File: config.mk
export PLATFORM = sky130hd
export DESIGN_NAME = mrd_st_source
export DESIGN_NICKNAME = d
export VERILOG_FILES = /design/src/rtl/mrd_st_source.sv
export SDC_FILE = /design/constraint.sdc
export NUM_CORES = 1
export LEC_CHECK = 0
export BUFFER_PORTS_ARGS = -buffer_cell sky130_fd_sc_hd__buf_2
export CORE_MARGIN = 2
export CORE_UTILIZATION = 61
export CTS_CLUSTER_SIZE = 12
export DETAILED_ROUTE_END_ITERATION = 7
export GPL_TIMING_DRIVEN = 0
export PLACE_DENSITY = 0.84
export SKIP_LAST_GASP = 1
export SYNTH_ARGS = -nofsm -noshare
export SYNTH_HDL_FRONTEND = slang
export SYNTH_SLANG_ARGS = --single-unit
File: constraint.sdc
create_clock -name clk -period 8.2 [get_ports clk]
set_clock_uncertainty 0.2 [all_clocks]
set_input_delay 1.64 -clock clk [delete_from_list [all_inputs] [get_ports clk]]
set_output_delay 1.64 -clock clk [all_outputs]
set_load 0.02 [all_outputs]
File: src/rtl/mrd_st_source.sv
// mrd_st_source: streams one finished DFT frame from the result RAM onto a valid/ready port,
// using a credit-checked show-ahead FIFO so downstream backpressure never loses a read return.
module mrd_st_source #(
   parameter int DW       = 18,
   parameter int AW       = 12,
   parameter int RAM_LAT  = 1,
   parameter int FIFO_DEP = 4
) (
   input  logic          clk,
   input  logic          rst,
   input  logic          start,
   input  logic [AW-1:0] start_dftpts,
   input  logic          start_inverse,
   output logic          busy,
   output logic          done,
   output logic          ram_rd_en,
   output logic [AW-1:0] ram_rd_addr,
   input  logic [DW-1:0] ram_rd_real,
   input  logic [DW-1:0] ram_rd_imag,
   output logic          src_valid,
   input  logic          src_ready,
   output logic          src_sop,
   output logic          src_eop,
   output logic [DW-1:0] src_d_real,
   output logic [DW-1:0] src_d_imag,
   output logic [AW-1:0] src_dftpts,
   output logic          src_inverse
);
   localparam int PW = (FIFO_DEP > 1) ? $clog2(FIFO_DEP) : 1;
   localparam int CW = $clog2(FIFO_DEP + 1);
   localparam int EW = 2 * DW + 2;
   typedef enum logic [1:0] {IDLE, RUN, DRAIN, DONE} state_t;
   state_t state;
   logic [AW-1:0] rd_addr;
   logic [EW-1:0] mem [FIFO_DEP];
   logic [EW-1:0] head;
   logic [PW-1:0] wr_ptr, rd_ptr;
   logic [CW-1:0] count, inflight;
   logic [CW:0] used;
   logic [RAM_LAT-1:0] pv, ps, pe;
   logic push, pop, last;
   assign last        = rd_addr == src_dftpts - AW'(1);
   // Reads still travelling through the RAM count as already occupying a FIFO slot.
   assign used        = {1'b0, count} + {1'b0, inflight};
   assign ram_rd_en   = state == RUN && used < (CW+1)'(FIFO_DEP);
   assign ram_rd_addr = rd_addr;
   assign push        = pv[RAM_LAT-1];
   assign src_valid   = count != '0;
   assign pop         = src_valid && src_ready;
   assign head        = mem[rd_ptr];
   assign src_sop     = src_valid & head[EW-1];
   assign src_eop     = src_valid & head[EW-2];
   assign src_d_real  = src_valid ? head[2*DW-1:DW] : '0;
   assign src_d_imag  = src_valid ? head[DW-1:0] : '0;
   assign busy        = state != IDLE;
   assign done        = state == DONE;
   always_ff @(posedge clk)
      if (push) mem[wr_ptr] <= {ps[RAM_LAT-1], pe[RAM_LAT-1], ram_rd_real, ram_rd_imag};
   always_ff @(posedge clk) begin
      if (rst) begin
         state       <= IDLE;
         rd_addr     <= '0;
         wr_ptr      <= '0;
         rd_ptr      <= '0;
         count       <= '0;
         inflight    <= '0;
         pv          <= '0;
         ps          <= '0;
         pe          <= '0;
         src_dftpts  <= '0;
         src_inverse <= 1'b0;
      end else begin
         pv[0] <= ram_rd_en;
         ps[0] <= rd_addr == '0;
         pe[0] <= last;
         for (int k = 1; k < RAM_LAT; k++) begin
            pv[k] <= pv[k-1];
            ps[k] <= ps[k-1];
            pe[k] <= pe[k-1];
         end
         inflight <= inflight + CW'(ram_rd_en) - CW'(push);
         count    <= count + CW'(push) - CW'(pop);
         if (push) wr_ptr <= wr_ptr == PW'(FIFO_DEP-1) ? '0 : wr_ptr + PW'(1);
         if (pop) rd_ptr <= rd_ptr == PW'(FIFO_DEP-1) ? '0 : rd_ptr + PW'(1);
         case (state)
            IDLE:
               if (start && start_dftpts != '0) begin
                  state       <= RUN;
                  rd_addr     <= '0;
                  src_dftpts  <= start_dftpts;
                  src_inverse <= start_inverse;
               end
            RUN:
               if (ram_rd_en) begin
                  if (last) state <= DRAIN;
                  else rd_addr <= rd_addr + AW'(1);
               end
            // The eop pop empties the FIFO: every earlier read has already been delivered.
            DRAIN:   if (pop && src_eop) state <= DONE;
            default: state <= IDLE;
         endcase
      end
   end
endmodule

Word level (Yosys, flattened, before mapping)

Memories as Yosys holds them, arrays and structs flattened. A register that Yosys moved wholly into a read port is not among the register bits.
Cells that the tools add are included.

Register bits: 40
RAM bits: 152
Output and inout port bits: 67
Logic and storage cells: 65
Memories kept: 1

$add $sub $neg: 9
Magnitude comparators: 1
Equal/unequal tests: 11
Muxes and demuxes: 17
Bitwise gates (word level): 2
Reduce and logical (&&, ||, !) cells: 13

Memories:

| name | words | bits a word | read ports | clocked after Yosys merged registers in | write ports | line | source |
|---|---|---|---|---|---|---|---|
| mem  | 4     | 38          | 1          | 1                                       | 1           | 35   | `logic [EW-1:0] mem [FIFO_DEP];` |

Operators with widths:

| operator                | number |
|---|---|
| $mux W12                | 3 |
| $mux W18                | 2 |
| $pmux W12 S2            | 1 |
| $mux W2                 | 8 |
| $add A12 B1 Y12 const B | 1 |
| $eq A12 B12 Y1          | 1 |
| $logic_not A12 Y1       | 1 |
| $reduce_bool A12 Y1     | 1 |
| $sub A12 B1 Y12 const B | 1 |
| $ne A2 B2 Y1 const B    | 5 |
| $eq A2 B2 Y1 const B    | 4 |
| $reduce_and A4 Y1       | 2 |
| $add A3 B1 Y3           | 2 |
| $pmux W2 S3             | 1 |
| $sub A3 B1 Y3           | 2 |
| $add A2 B1 Y2 const B   | 2 |
| $add A3 B3 Y4           | 1 |
| $logic_and A1 B1 Y1     | 4 |
| $lt A4 B3 Y1 const B    | 1 |
| $reduce_bool A2 Y1      | 2 |
| $reduce_bool A3 Y1      | 1 |
| $and A1 B1 Y1           | 2 |
| $eq A2 B1 Y1 const B    | 1 |
| $logic_not A2 Y1        | 1 |
| 2 further kinds         | 3 |

Depth between registers and ports, before layout

Gate-level depths: netlist of run 1.

Depth in word-level cells: 5
Mapped depth: 11
Mapped depth without buffers: 11

Least setup slack after synthesis of run 1

OpenSTA, ideal clock, no wires.

Kind: reg2out
Start point: register with a tool-made name
End point: output src_d_imag[0]
Arrival: 2137 ps
Path slack: 4223 ps
Stages on the path, launching flop included: 5
Buffers on the path: 2
Cells stage by stage: dfxtp_1 -> buf_1 -> buf_1 -> mux4_2 -> and2_1

RTL lines:

| item             | line | source |
|---|---|---|
| end: declaration | 25   | `output logic [DW-1:0] src_d_imag,` |

==> results of run 1 <==
[where the power goes]
part | internal [uW] | total, uW | switching (uW)
clock | 478 | 836 | 358
combinational | 405 | 1020 | 617
sequential | 1140 | 1200 | 61.6
total | 2020 | 3060 | 1040
[critical path: stages (launching register included)]
cell,delay [ps]
dfxtp_1,360
buf_1,600
buf_1,790
mux4_2,670
and2_1,200
buf_2,150
[final timing paths]
kind,startpoint,to,cells past startpoint
setup / recovery,register,src_d_imag[6],5
hold / removal,src_inverse$_SDFFE_PP0P_,src_inverse$_SDFFE_PP0P_,2
setup reg to reg,src_dftpts[0]$_SDFFE_PP0P_,state[0]$_SDFFE_PP0P_,11
hold reg to reg,src_inverse$_SDFFE_PP0P_,src_inverse$_SDFFE_PP0P_,2
[sequential cells by signal, indices dropped and copies added, names as in the netlist, named ones only]
signal	flops
state	2
push	1
inflight	3
ps	1
pe	1
mem	152
count	3
ram_rd_addr	12
rd_ptr	2
wr_ptr	2
src_inverse	1
src_dftpts	12
[metrics by stage]
stage          cell area (um^2)  setup WS, ps  power, uW  std cells
6_report                   9780          3130       3060        877
5_1_grt                    9770          2880       3190        876
3_3_place_gp               9100          3730       2180        841
2_1_floorplan              8290          4220       1910        547
4_1_cts                    9770          3030       3060        876
3_5_place_dp               9180          3650       2220        845
[Yosys cell counts, types with 4 or more instances]
master	n	share of area [%]
a21oi_1	18	1.1
and2_1	44	3.3
buf_1	8	0.36
clkbuf_1	16	0.72
dfxtp_1	42	10
edfxtp_1	152	55
ha_1	19	2.9
inv_1	22	1.0
mux2i_1	12	1.4
mux4_2	38	10
nand2_1	22	1.0
nand3_1	10	0.60
nand4_1	4	0.30
nor2_1	29	1.3
nor3_1	12	0.72
nor4_1	4	0.30
o21ai_0	8	0.48
o311ai_1	4	0.42
or3_1	15	1.1
or4_1	6	0.54
xnor2_1	13	1.4
xor2_1	5	0.53
[layer usage]
layer | wire length (um) | GRT usage [%]
met4 | 429 | 9.67
met5 | 0 | 0
met2 | 9630 | 45.8
met3 | 1420 | 8.16
met1 | 7300 | 33.5
[logic make-up after synthesis]
family / Yosys count / share of synthesized area [%]
DFF: 194 / 65.2
and+or+nand+nor: 165 / 11.1
AOI/OAI and AO/OA: 51 / 4.35
muxes: 51 / 11.9
buffers and inverters: 47 / 2.22
adders and majority gates: 21 / 3.35
xor gates and xnor gates: 18 / 1.90
[final cells by class]
class,count,share of cell area (%)
Sequential cell,194,55.3
Multi-Input combinational cell,306,27.7
Timing Repair Buffer,122,6.86
Clock buffer,18,4.39
Tap cell,176,2.25
Clock inverter,13,1.64
Buffer,25,1.04
Inverter,22,0.845
Antenna cell,1,0.0256
==> metrics.cfg, run 1 <==
[clock_network]
cts_tree = built
clk_path_buf_depth = 2
post_cts_buffers = 0
htreeDepth = 4
clk_pin_slew_ps = 70
cts_num_sinks = 194
clk_latency_ps = 440
cts_root_buffer = clkbuf_16
cts_resized = 0
numCtsBuffers = 17
hold_buffers = 0

[global_route]
grt_pass1_vias = 5238
grt.overflow.total = 0
grtUsageTotal_pct = 27.2
grt_antenna_before_repair = 1
grt_start_max_net_pins = 29
grt_pass1_wl_um = 28900

[sta]
maxSlewHeadroom_pct = 35.6
fin_tns_setup_ps = 0
grt_setup_unrepaired = false
final_max_slew_viol_count = 0
hold_viol = 0
tightest_slew_ps = 966
setup_viol_count_final = 0
hold_slack_ps = 309
fin_crit_sh_pct = 61.8
fmax_mhz = 197
fin_crit_ps = 5070

[finish]
drive_gt1_share_pct = 29.6
final_common_cell = edfxtp_1
postLayoutCoreUtil_pct = 73.8
most-common-layout-cells = 152 x edfxtp_1, 118 x buf_2, 42 x dfxtp_1
multiInputGateArea_um2 = 2700
num-fill-cells = 812
synthToLayoutAreaGrowth_pct = 17.9
regArea_um2 = 5410
layout.nets = 762

[setup_path]
crit_fanout = 10
cp.required_ps = 6360
endpoint_kind = primary output
crit_type = reg -> out
worstPathArrival_ps = 3230
reg2reg_setup_slack_ps = 4520
crit_path_start_kind = register

[synthesis]
syn-num-nets = 621
synth-seq-area-share_pct = 65.2
synthFlopType = edfxtp_1
yosys_warnings = 0
synthCells = 547
synthArstFlopShare_pct = 0
syn_avg_cell_area_um2 = 15.2
synth_cell_types = 51
syn_area_um2 = 8290
ys_ff_latch = 194
synth_edf_count = 152

[routing]
vias = 5265
post_drt_wl_per_cell_um = 21.4
drtIter0Drc = 511
routed_wl_um = 18800
ant_nets = 0
vias_per_cell = 6.00
first_pass_iters = 5
drc = 0

[die]
dieWidth_um = 121
start_util_pct = 62.6
core_um2 = 13200
fp.dieH_um = 121
dieArea_um2 = 14500
ios = 120
core.rowCount = 42

[min_path]
hold_path.class = reg -> reg

[job]
maxCapViolCount = 0

[power]
power.density_nw_per_um2 = 313
ir_worst_vdd_uv = 198
leakage_uw = 0.00359

[outcome]
status = finished clean

[placed_design]
gp_congestion = 0.903
port-buffer-count = 118
dp_hpwl_um = 12200

(Power assumes the default switching activity.)
==> inputs of run 2 (changes only) <==
--- a/config.mk
+++ b/config.mk
@@ -5,13 +5,14 @@
 export SDC_FILE = /design/constraint.sdc
 export NUM_CORES = 1
 export LEC_CHECK = 0
+export ABC_AREA = 1
 export BUFFER_PORTS_ARGS = -buffer_cell sky130_fd_sc_hd__buf_2
 export CORE_MARGIN = 2
-export CORE_UTILIZATION = 61
+export CORE_UTILIZATION = 52
 export CTS_CLUSTER_SIZE = 12
 export DETAILED_ROUTE_END_ITERATION = 7
 export GPL_TIMING_DRIVEN = 0
-export PLACE_DENSITY = 0.84
+export PLACE_DENSITY = 0.76
 export SKIP_LAST_GASP = 1
 export SYNTH_ARGS = -nofsm -noshare
 export SYNTH_HDL_FRONTEND = slang
==> constraint.sdc (replaced) <==
create_clock -name clk -period 4.2 [get_ports clk]
set_clock_uncertainty 0.2 [all_clocks]
set_input_delay 0.84 -clock clk [delete_from_list [all_inputs] [get_ports clk]]
set_output_delay 0.84 -clock clk [all_outputs]
set_load 0.02 [all_outputs]
==> run 2 against run 1 <==
Non-clock buffer count rose by 13. Critical path depth did not move. Sequential power rose by 98%. Combinational power rose by 150%. Final area rose by 1.9%. Clock-buffer cell count fell by 1. First-iteration DRC count fell by 17%. Sequential cell count did not move. Worst hold slack got worse by 67 ps. Largest power group is now combinational logic.
==> metrics.cfg, run 2 <==
[clock_network]
cts_num_sinks = 194  ; unchanged
clk_pin_slew_ps = 70  ; about the same
cts_resized = 0  ; unchanged
htreeDepth = 4  ; unchanged
clk_latency_ps = 430  ; was 440 ps
hold_buffers = 0  ; unchanged
cts_tree = built  ; unchanged
cts_root_buffer = clkbuf_16  ; unchanged
post_cts_buffers = 0  ; unchanged
clk_path_buf_depth = 2  ; unchanged
numCtsBuffers = 17  ; unchanged

[synthesis]
syn_avg_cell_area_um2 = 9.98  ; was 15.2 um^2
synth-seq-area-share_pct = 63.6  ; was 65.2%
synth.most_common_cell = nor2_1  ; was edfxtp_1
synthArstFlopShare_pct = 0  ; unchanged
yosys_warnings = 0  ; unchanged
synth_cell_types = 30  ; was 51
syn_area_um2 = 8490  ; was 8290 um^2
synth_top_area_cell = edfxtp_1  ; unchanged
yosys-top-cells-area = edfxtp_1 54%, dfxtp_1 9.9%, nor2_1 8.7%, o21ai_0 5.7%, nand2_1 4.0%  ; was edfxtp_1 55%, mux4_2 10%, dfxtp_1 10%, and2_1 3.3%, ha_1 2.9%
synth_top_area_share_pct = 53.7  ; was 55.1%
synthCells = 851  ; was 547
syn-num-nets = 925  ; was 621
ys_ff_latch = 194  ; unchanged
synthFlopType = edfxtp_1  ; unchanged
synth_common_cells = 196 x nor2_1, 152 x edfxtp_1, 96 x o21ai_0  ; was 152 x edfxtp_1, 44 x and2_1, 42 x dfxtp_1
synth_edf_count = 152  ; unchanged

[sta]
maxSlewHeadroom_pct = 36.2  ; was 35.6%
tightest_slew_ps = 955  ; was 966 ps
setup_viol_count_final = 0  ; unchanged
hold_viol = 0  ; unchanged
fin_ws_ps = 617  ; was 3130 ps
fin_crit_ps = 3580
fmax_mhz = 279
grt_setup_unrepaired = false  ; unchanged
fin_crit_sh_pct = 85.3
fin_tns_setup_ps = 0  ; unchanged
final_max_slew_viol_count = 0  ; unchanged

[global_route]
grt_antenna_before_repair = 0  ; was 1
grt.overflow.total = 0  ; unchanged
grtUsageTotal_pct = 21.8  ; was 27.2%
grt_use_met3_pct = 4.15  ; was 8.16%
grt_use_met1_pct = 27.7  ; was 33.5%
grt_start_max_net_pins = 39  ; was 29
busiest_layer = met2  ; unchanged
grt_pass1_vias = 5963  ; was 5238
met2_usage_pct = 38.0  ; was 45.8%
grt_pass1_wl_um = 29400  ; was 28900 um

[routing]
drc = 0  ; unchanged
post_drt_wl_per_cell_um = 15.5  ; was 21.4 um
drtIter0Drc = 425  ; was 511
routed_wl_um = 19000  ; was 18800 um
ant_nets = 0  ; unchanged
vias = 6408  ; was 5265
first_pass_iters = 4  ; was 5
vias_per_cell = 5.25  ; was 6.00

[setup_path]
endpoint = src_d_imag[6]  ; unchanged
endpoint_kind = primary output  ; unchanged
worstSetupStartpoint = count[0]$_SDFF_PP0_
reg2reg_setup_slack_ps = 1480  ; was 4520 ps
r2r-start = state[1]$_SDFFE_PP0P_  ; was src_dftpts[0]$_SDFFE_PP0P_
crit_path_start_kind = register  ; unchanged
worstPathArrival_ps = 2540  ; was 3230 ps
timing.rr.end = inflight[2]$_SDFF_PP0_  ; was state[0]$_SDFFE_PP0P_
cp.required_ps = 3160  ; was 6360 ps
crit_type = reg -> out  ; unchanged
r2r_cells = 9  ; was 11
crit_fanout = 10  ; unchanged

[placed_design]
pre_cts_ws_ps = 1110  ; was 3650 ps
dp.cells = 1188  ; was 845
port-buffer-count = 119  ; was 118
dp_hpwl_um = 12300  ; was 12200 um
gp_congestion = 0.893  ; was 0.903

[die]
core_um2 = 15900  ; was 13200 um^2
ios = 120  ; unchanged
core.rowCount = 46  ; was 42
start_util_pct = 53.3  ; was 62.6%
fp.dieH_um = 132  ; was 121 um
dieWidth_um = 132  ; was 121 um
dieArea_um2 = 17400  ; was 14500 um^2

[finish]
regArea_um2 = 5410  ; unchanged
layout.nets = 1065  ; was 762
num-fill-cells = 1311  ; was 812
fin_cells = 1221  ; was 877
final_common_cell = nor2_1  ; was edfxtp_1
drive_gt1_share_pct = 16.7  ; was 29.6%
synthToLayoutAreaGrowth_pct = 17.3  ; was 17.9%
multiInputGateArea_um2 = 2690  ; was 2700 um^2
most-common-layout-cells = 196 x nor2_1, 152 x edfxtp_1, 120 x buf_2  ; was 152 x edfxtp_1, 118 x buf_2, 42 x dfxtp_1
top_register = mem  ; unchanged
largest_reg_flops = 152  ; unchanged
postLayoutCoreUtil_pct = 62.5  ; was 73.8%

[power]
power.density_nw_per_um2 = 643  ; was 313 nW/um^2
power_uw = 6400  ; was 3060 uW
leakage_uw = 0.00393  ; was 0.00359 uW
ir_worst_vdd_uv = 434  ; was 198 uV

[min_path]
hold_path.class = reg -> reg  ; unchanged

[outcome]
status = finished clean  ; unchanged

[job]
maxCapViolCount = 0  ; unchanged

[run 2: changes by cell type after synthesis, moves of 13 or more]
cell	before	now
nand3_1	10	36
inv_1	22	60
nor2_1	29	196
or3_1	15	0
and2_1	44	1
mux4_2	38	0
o21ai_0	8	96
nand2_1	22	91
clkbuf_1	16	29
a21oi_1	18	66
[run 2: final cells by class]
cell class	count	area share, %
Clock inverter	14	1.36
Multi-Input combinational cell	555	27.0
Timing Repair Buffer	121	6.38
Sequential cell	194	54.2
Tap cell	216	2.71
Buffer	39	1.59
Clock buffer	17	4.27
Inverter	63	2.37
Antenna cell	2	0.0502
[run 2: kinds of logic (layout without fill, tap and decap cells)]
family,Yosys count,in the layout,synth area share (%)
fa+ha+maj,21,21,3.27
flops,194,194,63.6
other cells,0,2,0
compound gates,164,164,9.75
buf+inv,102,254,4.66
xor+xnor,16,16,1.65
simple gates,354,354,17.0
[run 2: worst min-delay path by stage]
stage,depth (start not counted),slack (ps),from,end
3_5_place_dp,2,240,src_inverse$_SDFFE_PP0P_,src_inverse$_SDFFE_PP0P_
3_3_place_gp,2,230,src_inverse$_SDFFE_PP0P_,src_inverse$_SDFFE_PP0P_
2_1_floorplan,0,240,pe$_SDFF_PP0_,mem[0][36]$_DFFE_PP_
6_report,2,240,src_inverse$_SDFFE_PP0P_,src_inverse$_SDFFE_PP0P_
5_1_grt,2,290,src_inverse$_SDFFE_PP0P_,src_inverse$_SDFFE_PP0P_
4_1_cts,2,250,src_inverse$_SDFFE_PP0P_,src_inverse$_SDFFE_PP0P_
[run 2: routing by layer]
layer	wire length, um	up-vias
met5	0	-
met4	280	0
met3	1100	20
met2	9460	214
met1	8120	3001
li1	-	3173
[run 2: where the power goes]
group | switching (uW) | internal, uW
combinational | 1730 | 771
sequential | 127 | 2250
clock | 702 | 824
[run 2: worst max-delay path, stage by stage, from the launching register on]
cell	delay (ps)
dfxtp_1	330
nor3_1	470
clkbuf_1	480
buf_1	520
a21oi_1	120
buf_2	190
[run 2: metrics by stage]
step	hold slack [ps]	cell area, um^2
3_3_place_gp	232	9360
5_1_grt	286	9960
2_1_floorplan	238	8490
3_5_place_dp	236	9400
6_report	242	9960
4_1_cts	247	9960
==> inputs of run 3 (changes only) <==
--- a/config.mk
+++ b/config.mk
@@ -8,11 +8,12 @@
 export ABC_AREA = 1
 export BUFFER_PORTS_ARGS = -buffer_cell sky130_fd_sc_hd__buf_2
 export CORE_MARGIN = 2
-export CORE_UTILIZATION = 52
+export CORE_UTILIZATION = 57
+export CTS_CLUSTER_DIAMETER = 60
 export CTS_CLUSTER_SIZE = 12
 export DETAILED_ROUTE_END_ITERATION = 7
 export GPL_TIMING_DRIVEN = 0
-export PLACE_DENSITY = 0.76
+export PLACE_DENSITY = 0.79
 export SKIP_LAST_GASP = 1
 export SYNTH_ARGS = -nofsm -noshare
 export SYNTH_HDL_FRONTEND = slang
==> constraint.sdc (replaced) <==
create_clock -name clk -period 3.9 [get_ports clk]
set_clock_uncertainty 0.2 [all_clocks]
set_input_delay 0.78 -clock clk [delete_from_list [all_inputs] [get_ports clk]]
set_output_delay 0.78 -clock clk [all_outputs]
set_load 0.02 [all_outputs]
==> run 3 against run 2 <==
Wire length increased by 0.40%. Worst hold slack improved by 17 ps. Core utilization increased by 5.7 points. Sequential power increased by 8%. Critical path depth stayed put. Clock-buffer cell count is 4 higher. Register-to-register slack worse by 410 ps. Final cell count fell by 2.7%. Power increased by 7.9%. Critical path type unchanged.
==> metrics.cfg, run 3 (same netlist as run 2, synthesis figures left out) <==
[outcome]
status = finished clean  ; unchanged

[clock_network]
numCtsBuffers = 17  ; unchanged
cts_root_buffer = clkbuf_16  ; unchanged
post_cts_buffers = 0  ; unchanged
hold_buffers = 0  ; unchanged
clk_pin_slew_ps = 70  ; about the same
cts_tree = built  ; unchanged
cts_resized = 0  ; unchanged
clk_path_buf_depth = 2  ; unchanged
clk_latency_ps = 430  ; about the same
htreeDepth = 4  ; unchanged
cts_num_sinks = 194  ; unchanged

[routing]
drtIter0Drc = 845  ; was 425
ant_nets = 0  ; unchanged
first_pass_iters = 5  ; was 4
drc = 0  ; unchanged
routed_wl_um = 19000  ; about the same
vias_per_cell = 5.47  ; was 5.25
vias = 6500  ; was 6408
post_drt_wl_per_cell_um = 16.0  ; was 15.5 um

[finish]
final_common_cell = nor2_1  ; unchanged
drive_gt1_share_pct = 16.8  ; was 16.7%
design_area_um2 = 9910  ; was 9960 um^2
synthToLayoutAreaGrowth_pct = 16.7  ; was 17.3%
largest_reg_flops = 152  ; unchanged
layout.nets = 1064  ; was 1065
most-common-layout-cells = 196 x nor2_1, 152 x edfxtp_1, 120 x buf_2  ; unchanged
top_register = mem  ; unchanged

[placed_design]
gp_congestion = 0.936  ; was 0.893
pre_cts_ws_ps = 851  ; was 1110 ps
port-buffer-count = 119  ; unchanged
dp_hpwl_um = 12400  ; was 12300 um
placed_area_um2 = 9340  ; was 9400 um^2

[die]
core.rowCount = 44  ; was 46
fp.dieH_um = 126  ; was 132 um
ios = 120  ; unchanged
start_util_pct = 58.4  ; was 53.3%
dieArea_um2 = 15900  ; was 17400 um^2
core_um2 = 14500  ; was 15900 um^2
dieWidth_um = 126  ; was 132 um

[sta]
hold_viol = 0  ; unchanged
fin_ws_ps = 332  ; was 617 ps
maxSlewHeadroom_pct = 36.5  ; was 36.2%
tightest_slew_ps = 952  ; was 955 ps
grt_setup_unrepaired = false  ; unchanged
fmax_mhz = 280
hold_slack_ps = 259  ; was 242 ps
fin_crit_ps = 3570
fin_tns_setup_ps = 0  ; unchanged
final_max_slew_viol_count = 0  ; unchanged
setup_viol_count_final = 0  ; unchanged
fin_crit_sh_pct = 91.5

[power]
power.density_nw_per_um2 = 697  ; was 643 nW/um^2
ir_worst_vdd_uv = 502  ; was 434 uV
leakage_uw = 0.00391  ; was 0.00393 uW
power_uw = 6910  ; was 6400 uW

[min_path]
hold_path.class = reg -> reg  ; unchanged

[global_route]
grt.overflow.total = 0  ; unchanged
grtUsageTotal_pct = 24.3  ; was 21.8%
grt_pass1_vias = 6026  ; was 5963
grt_antenna_before_repair = 0  ; unchanged
grt_pass1_wl_um = 30000  ; was 29400 um
grt_start_max_net_pins = 39  ; unchanged

[setup_path]
endpoint_kind = primary output  ; unchanged
worstPathArrival_ps = 2590  ; was 2540 ps
crit_path_start_kind = register  ; unchanged
crit_fanout = 10  ; unchanged
crit_type = reg -> out  ; unchanged
cp.required_ps = 2920  ; was 3160 ps

[job]
maxCapViolCount = 0  ; unchanged

run 3: through the flow:
step	instances	util, %
floorplan	851	-
global placement	1154	64.1
detailed placement	1155	64.3
CTS	1187	68.2
global route	1187	68.2
finish	1188	68.2
run 3: where the power goes:
part / internal (uW) / switching (uW)
Combinational: 830 / 1860
Sequential: 2420 / 138
Clock: 918 / 742
Total: 4170 / 2740
run 3: path summary, 6_finish.rpt:
| check | startpoint | end | slack (ps) | cells after the start |
|---|---|---|---|---|
| setup / recovery | count[1]$_SDFF_PP0_ | src_d_imag[3] | 330 | 5 |
| hold / removal | src_inverse$_SDFFE_PP0P_ | src_inverse$_SDFFE_PP0P_ | 260 | 2 |
| setup reg to reg | count[1]$_SDFF_PP0_ | count[2]$_SDFF_PP0_ | 1070 | 12 |
| hold reg to reg | src_inverse$_SDFFE_PP0P_ | src_inverse$_SDFFE_PP0P_ | 260 | 2 |
run 3: layer usage:
layer	up-vias	routed length, um	global-route usage, %	part of all wire (%)
met3	24	1460	5.56	7.7
met1	3048	7880	31.9	41
met4	0	269	8.08	1.4
li1	3171	-	-	-
met2	257	9420	40.3	50
met5	-	0	0	0
run 3: worst max-delay path, cell delays in order (launching register included):
cell,delay (ps)
dfxtp_1,380
nor3_1,480
clkbuf_1,460
buf_1,510
a21oi_1,130
buf_2,200
run 3: layout make-up:
| class | count | area [um^2] |
|---|---|---|
| Buffer | 39 | 159 |
| Clock inverter | 11 | 108 |
| Clock buffer | 21 | 460 |
| Inverter | 63 | 236 |
| Fill cell | 1101 | 4620 |
| Sequential cell | 194 | 5410 |
| Multi-Input combinational cell | 555 | 2690 |
| Tap cell | 184 | 230 |
| Antenna cell | 1 | 2.50 |
| Timing Repair Buffer | 120 | 616 |
